$ cat src/rtl/multiplier_sequencer_if.sv
// rtl/multiplier_sequencer_if.sv - request/result bundle for the shift-add multiplier
interface multiplier_sequencer_if #(
  parameter int N = 8
);
  logic           start;
  logic [N-1:0]   inputM;
  logic [N-1:0]   inputQ;
  logic           busy;
  logic           done;
  logic [2*N-1:0] product;

  // Requester side: issues operands, observes status and result
  modport master (
    output start, inputM, inputQ,
    input  busy, done, product
  );

  // Multiplier side
  modport slave (
    input  start, inputM, inputQ,
    output busy, done, product
  );
endinterface

$ cat src/rtl/multiplier_sequencer.sv
// rtl/multiplier_sequencer.sv - sequential shift-add unsigned multiplier, one bit per cycle
module multiplier_sequencer #(
  parameter int N = 8
) (
  input logic                  clk,
  input logic                  reset,
  multiplier_sequencer_if.slave bus
);
  localparam int CW = $clog2(N);

  typedef enum logic [1:0] {IDLE, RUN, DONE} stateT;

  stateT          state;
  stateT          nextState;
  logic [N:0]     regA;
  logic [N-1:0]   regM;
  logic [N-1:0]   regQ;
  logic [CW-1:0]  count;
  logic [2*N-1:0] productReg;
  logic [N:0]     sumA;
  logic [2*N:0]   stepAQ;

  // State register; reset wins over everything, including a start on the same edge
  always_ff @(posedge clk) begin
    if (reset) state <= IDLE;
    else       state <= nextState;
  end

  // Next-state: RUN exits on the edge where the counter has reached zero
  always_comb begin
    nextState = state;
    case (state)
      IDLE:    if (bus.start) nextState = RUN;
      RUN:     if (count == '0) nextState = DONE;
      DONE:    nextState = IDLE;
      default: nextState = IDLE;
    endcase
  end

  // Status outputs decode only the registered state, never start
  always_comb begin
    bus.busy = (state == RUN);
    bus.done = (state == DONE);
  end

  // One shift-add step: conditional add of M (carry kept in A's top bit), then shift {A,Q} right
  always_comb begin
    sumA = regA + {1'b0, regM};
    if (regQ[0]) stepAQ = {sumA, regQ} >> 1;
    else         stepAQ = {regA, regQ} >> 1;
  end

  // Datapath: capture operands on accept, iterate in RUN, publish product on the final step
  always_ff @(posedge clk) begin
    if (reset) begin
      regA       <= '0;
      regM       <= '0;
      regQ       <= '0;
      count      <= '0;
      productReg <= '0;
    end else begin
      case (state)
        IDLE: begin
          if (bus.start) begin
            regM  <= bus.inputM;
            regQ  <= bus.inputQ;
            regA  <= '0;
            count <= CW'(N - 1);
          end
        end
        RUN: begin
          regA  <= stepAQ[2*N:N];
          regQ  <= stepAQ[N-1:0];
          count <= count - 1'b1;
          if (count == '0) productReg <= stepAQ[2*N-1:0];
        end
        default: ;
      endcase
    end
  end

  assign bus.product = productReg;
endmodule
$ cat src/flat_wrapper.sv
// flat-port wrapper written by rule: the top's interface ports become plain ports
module multiplier_sequencer_flat 
#(
  parameter int N = 8
)
  (clk, reset, bus_start, bus_inputM, bus_inputQ, bus_busy, bus_done, bus_product);
  multiplier_sequencer_if #(.N(N)) bus_i ();
  input logic clk;
  input logic reset;
  input wire logic [$bits(bus_i.start)-1:0] bus_start;
  input wire logic [$bits(bus_i.inputM)-1:0] bus_inputM;
  input wire logic [$bits(bus_i.inputQ)-1:0] bus_inputQ;
  output wire logic [$bits(bus_i.busy)-1:0] bus_busy;
  output wire logic [$bits(bus_i.done)-1:0] bus_done;
  output wire logic [$bits(bus_i.product)-1:0] bus_product;
  assign bus_i.start = bus_start;
  assign bus_i.inputM = bus_inputM;
  assign bus_i.inputQ = bus_inputQ;
  assign bus_busy = bus_i.busy;
  assign bus_done = bus_i.done;
  assign bus_product = bus_i.product;
  multiplier_sequencer #(.N(N)) u_core (.clk(clk), .reset(reset), .bus(bus_i));
endmodule
$ cat config.mk
export PLATFORM = sky130hd
export DESIGN_NAME = multiplier_sequencer_flat
export DESIGN_NICKNAME = d
export VERILOG_FILES = /design/src/rtl/multiplier_sequencer_if.sv /design/src/rtl/multiplier_sequencer.sv /design/src/flat_wrapper.sv
export SDC_FILE = /design/constraint.sdc
export NUM_CORES = 1
export LEC_CHECK = 0
export ABC_AREA = 1
export BUFFER_PORTS_ARGS = -buffer_cell sky130_fd_sc_hd__buf_4
export CAP_MARGIN = 20
export CORE_ASPECT_RATIO = 0.9
export CORE_MARGIN = 3
export CORE_UTILIZATION = 60
export DETAILED_ROUTE_END_ITERATION = 16
export PLACE_DENSITY_LB_ADDON = 0.2
export SLEW_MARGIN = 20
export SYNTH_ARGS = -nofsm -noshare
export SYNTH_HDL_FRONTEND = slang
export SYNTH_SLANG_ARGS = --single-unit
$ cat constraint.sdc
create_clock -name clk -period 4.2 [get_ports clk]
set_input_delay 0.84 -clock clk [delete_from_list [all_inputs] [get_ports clk]]
set_output_delay 0.84 -clock clk [all_outputs]
set_load 0.02 [all_outputs]
==> flow_metrics.py <==
metrics = {
    "logic_synthesis": {
        "netlist_instances": 297,
        "postSynthAreaPerCell_um2": 7.461,
        "netlist_area_mm2": 0.002216,
        "yosys_warnings": 0,
        "yosys.area.top_type_share_pct": 40.65,
        "synth.distinct_cells": 27,
        "yosys.area.top_type": "dfxtp_1",
        "synth-seq-area-share_pct": 40.65,
        "synth_seq_cells": 45,
        "synth_nets": 327,
        "synthTopCellsByArea": "dfxtp_1 (41%), nand2_1 (12%), nand3_1 (6.3%), ha_1 (5.6%), inv_1 (4.9%)",
    },
    "timing": {
        "finalSetupViolCount": 0,
        "min_period_over_period_pct": 52.86,
        "worst_slew_pin_slew_ps": 810.5,
        "rsz0062_at_grt": "false",
        "final.setup.tns_ps": 0,
        "hold_slack_ps": 471.7,
        "slew_viol_final": 0,
        "fmax_ghz": 0.4504,
        "min_period_ps": 2220,
        "fin_skew_ps": 5.301,
        "slew_headroom_pct": 45.91,
        "hold_viol": 0,
    },
    "floorplanning": {
        "start_util_pct": 64.17,
        "row_count": 20,
        "core_mm2": 0.003453,
        "die_area_mm2": 0.004459,
        "dieHeight_um": 63.65,
        "io-pin-count": 37,
        "die_w_um": 70.06,
    },
    "cts": {
        "cts_buffers": 5,
        "cts_resized": 0,
        "insertion_delay_ps": 300,
        "cts_tree": "yes",
        "h-tree-depth": 2,
        "cts.clk_slew.worst_paths_ps": 80,
        "cts_root_buffer": "clkbuf_8",
        "cts_sinks": 45,
        "cts.path.max_buffers": 2,
        "cts_setup_buffers": 0,
        "hold_buffers": 0,
    },
    "routing": {
        "drtIter0Drc": 157,
        "drc_errors": 0,
        "wl_per_cell_um": 13.14,
        "via_per_inst": 5.304,
        "vias": 1973,
        "dr.pass1.iters": 6,
        "ant_nets": 0,
        "routed_wirelength_um": 4889,
    },
    "cells_and_area": {
        "finalNetCount": 357,
        "final_core_util_pct": 74.02,
        "n_antenna_cell": 0,
        "drive_gt1_share_pct": 20.43,
        "final_area_mm2": 0.002556,
        "syn2layout_area_growth_pct": 15.36,
    },
    "setup_path": {
        "critPathKind": "reg2out",
        "critPathMaxFanout": 18,
        "end_kind": "primary output",
        "start_kind": "flop",
        "worstPathRequired_ps": 3360,
        "arrival_ps": 1380,
    },
    "placement": {
        "place_congestion": 0.8796,
        "placed_area_mm2": 0.002474,
        "dp_hpwl_um": 3511,
        "port_buffers": 36,
    },
    "pwr": {
        "p_leak_nw": 1.171,
        "vdd_drop_max_v": 0.0002409,
        "power_frac_seq_pct": 52.2,
        "p_comb_share_pct": 19.7,
        "p_per_area_mw_per_mm2": 359.9,
        "p_int_w": 0.0006397,
        "clkPwrFrac_pct": 28.2,
        "netSwitchingPower_w": 0.0002802,
        "switching_share_pct": 30.46,
    },
    "hold_path": {
        "holdCritPathClass": "reg2reg",
    },
    "grt": {
        "grt_max_degree": 30,
        "grt_overflow_total": 0,
        "grt_usage_pct": 22.77,
        "antenna_found_initial": 0,
        "grt_pass1_wl_um": 8010,
        "grt_pass1_vias": 1748,
    },
    "run": {
        "drv_cap": 0,
    },
    "outcome": {
        "outcome": "finished, final reports clean",
    },
}
-- flip-flops by register name, indices dropped and copies added, names as in the netlist --
signal,cells
u_core.bus.product,16
u_core.count,3
u_core.regA,8
u_core.regM,8
u_core.regQ,8
u_core.state,2
-- final timing paths --
check | start | end | slack (ps) | cells past startpoint
min | u_core.regQ[1]$_SDFFE_PP0P_ | u_core.bus.product[0]$_SDFFE_PP0P_ | 470 | 2
max reg2reg | u_core.regA[0]$_SDFFE_PP0P_ | u_core.regA[5]$_SDFFE_PP0P_ | 2300 | 12
max | u_core.state[0]$_SDFFE_PP0P_ | bus_busy | 1980 | 3
min reg2reg | u_core.regQ[1]$_SDFFE_PP0P_ | u_core.bus.product[0]$_SDFFE_PP0P_ | 470 | 2
-- cells in the final DEF, fill, tap and decap left out, drive strengths merged --
cell,instances
nand3,28
xnor2,1
inv,32
nand2,71
o21ai,30
fa,1
nor3,1
o211ai,3
a21oi,15
clkbuf,6
ha,10
a221oi,1
a31oi,7
dfxtp,45
nand3b,4
or2,7
xor2,1
clkinv,3
nor2,26
buf,36
-- power by group through the flow --
stage	Sequential (W)	Clock, W	Combinational (W)
6_report	0.000480	0.000259	0.000181
5_1_grt	0.000484	0.000277	0.000204
4_1_cts	0.000480	0.000260	0.000182
3_5_place_dp	0.000489	0	0.000180
3_3_place_gp	0.000489	0	0.000174
2_1_floorplan	0.000488	0	0.000133
-- synth_stat cells (all sizes together) --
master / n
nand2: 71
dfxtp: 45
inv: 32
o21ai: 30
nand3: 28
nor2: 26
a21oi: 15
ha: 10
buf: 9
a31oi: 7
or2: 7
clkbuf: 4
nand3b: 4
o211ai: 3
a221oi: 1
clkinv: 1
fa: 1
nor3: 1
xnor2: 1
xor2: 1
-- critical path, cell delays in order, from the launching register on --
cell     delay, ps
dfxtp_1        380
nand2_2        190
inv_2          300
buf_4          210
-- area by class of cell --
type                            instances  area (µm²)
Timing Repair Buffer                   36       270.3
Tap cell                               44       55.05
Clock buffer                            6       72.57
Multi-Input combinational cell        206        1116
Inverter                               33       131.4
Fill cell                             295       897.1
Sequential cell                        45       900.9
Clock inverter                          2       10.01
-- stage by stage --
step	cells	setup slack [ps]	total power [W]
3_5_place_dp	364	1990	0.0006699
3_3_place_gp	364	2121	0.0006633
6_report	372	1980	0.0009200
2_1_floorplan	297	2489	0.0006217
5_1_grt	372	1910	0.0009652
4_1_cts	372	1986	0.0009213
-- cell families after synthesis --
family	count (synthesis)	synth area share, %
and+or+nand+nor	137	27.78
AOI/OAI and AO/OA	56	15.25
buffers and inverters	46	8.977
DFF	45	40.65
adders and majority gates	11	6.550
xor gates and xnor gates	2	0.7907
-- layer usage --
metal | share of wire (%) | global-route usage, %
met5 | 0 | 0
met4 | 0.84 | 6.459
met3 | 6.3 | 4.306
met2 | 45 | 35.61
met1 | 48 | 32.04
Power figures use the tool's default switching activity.
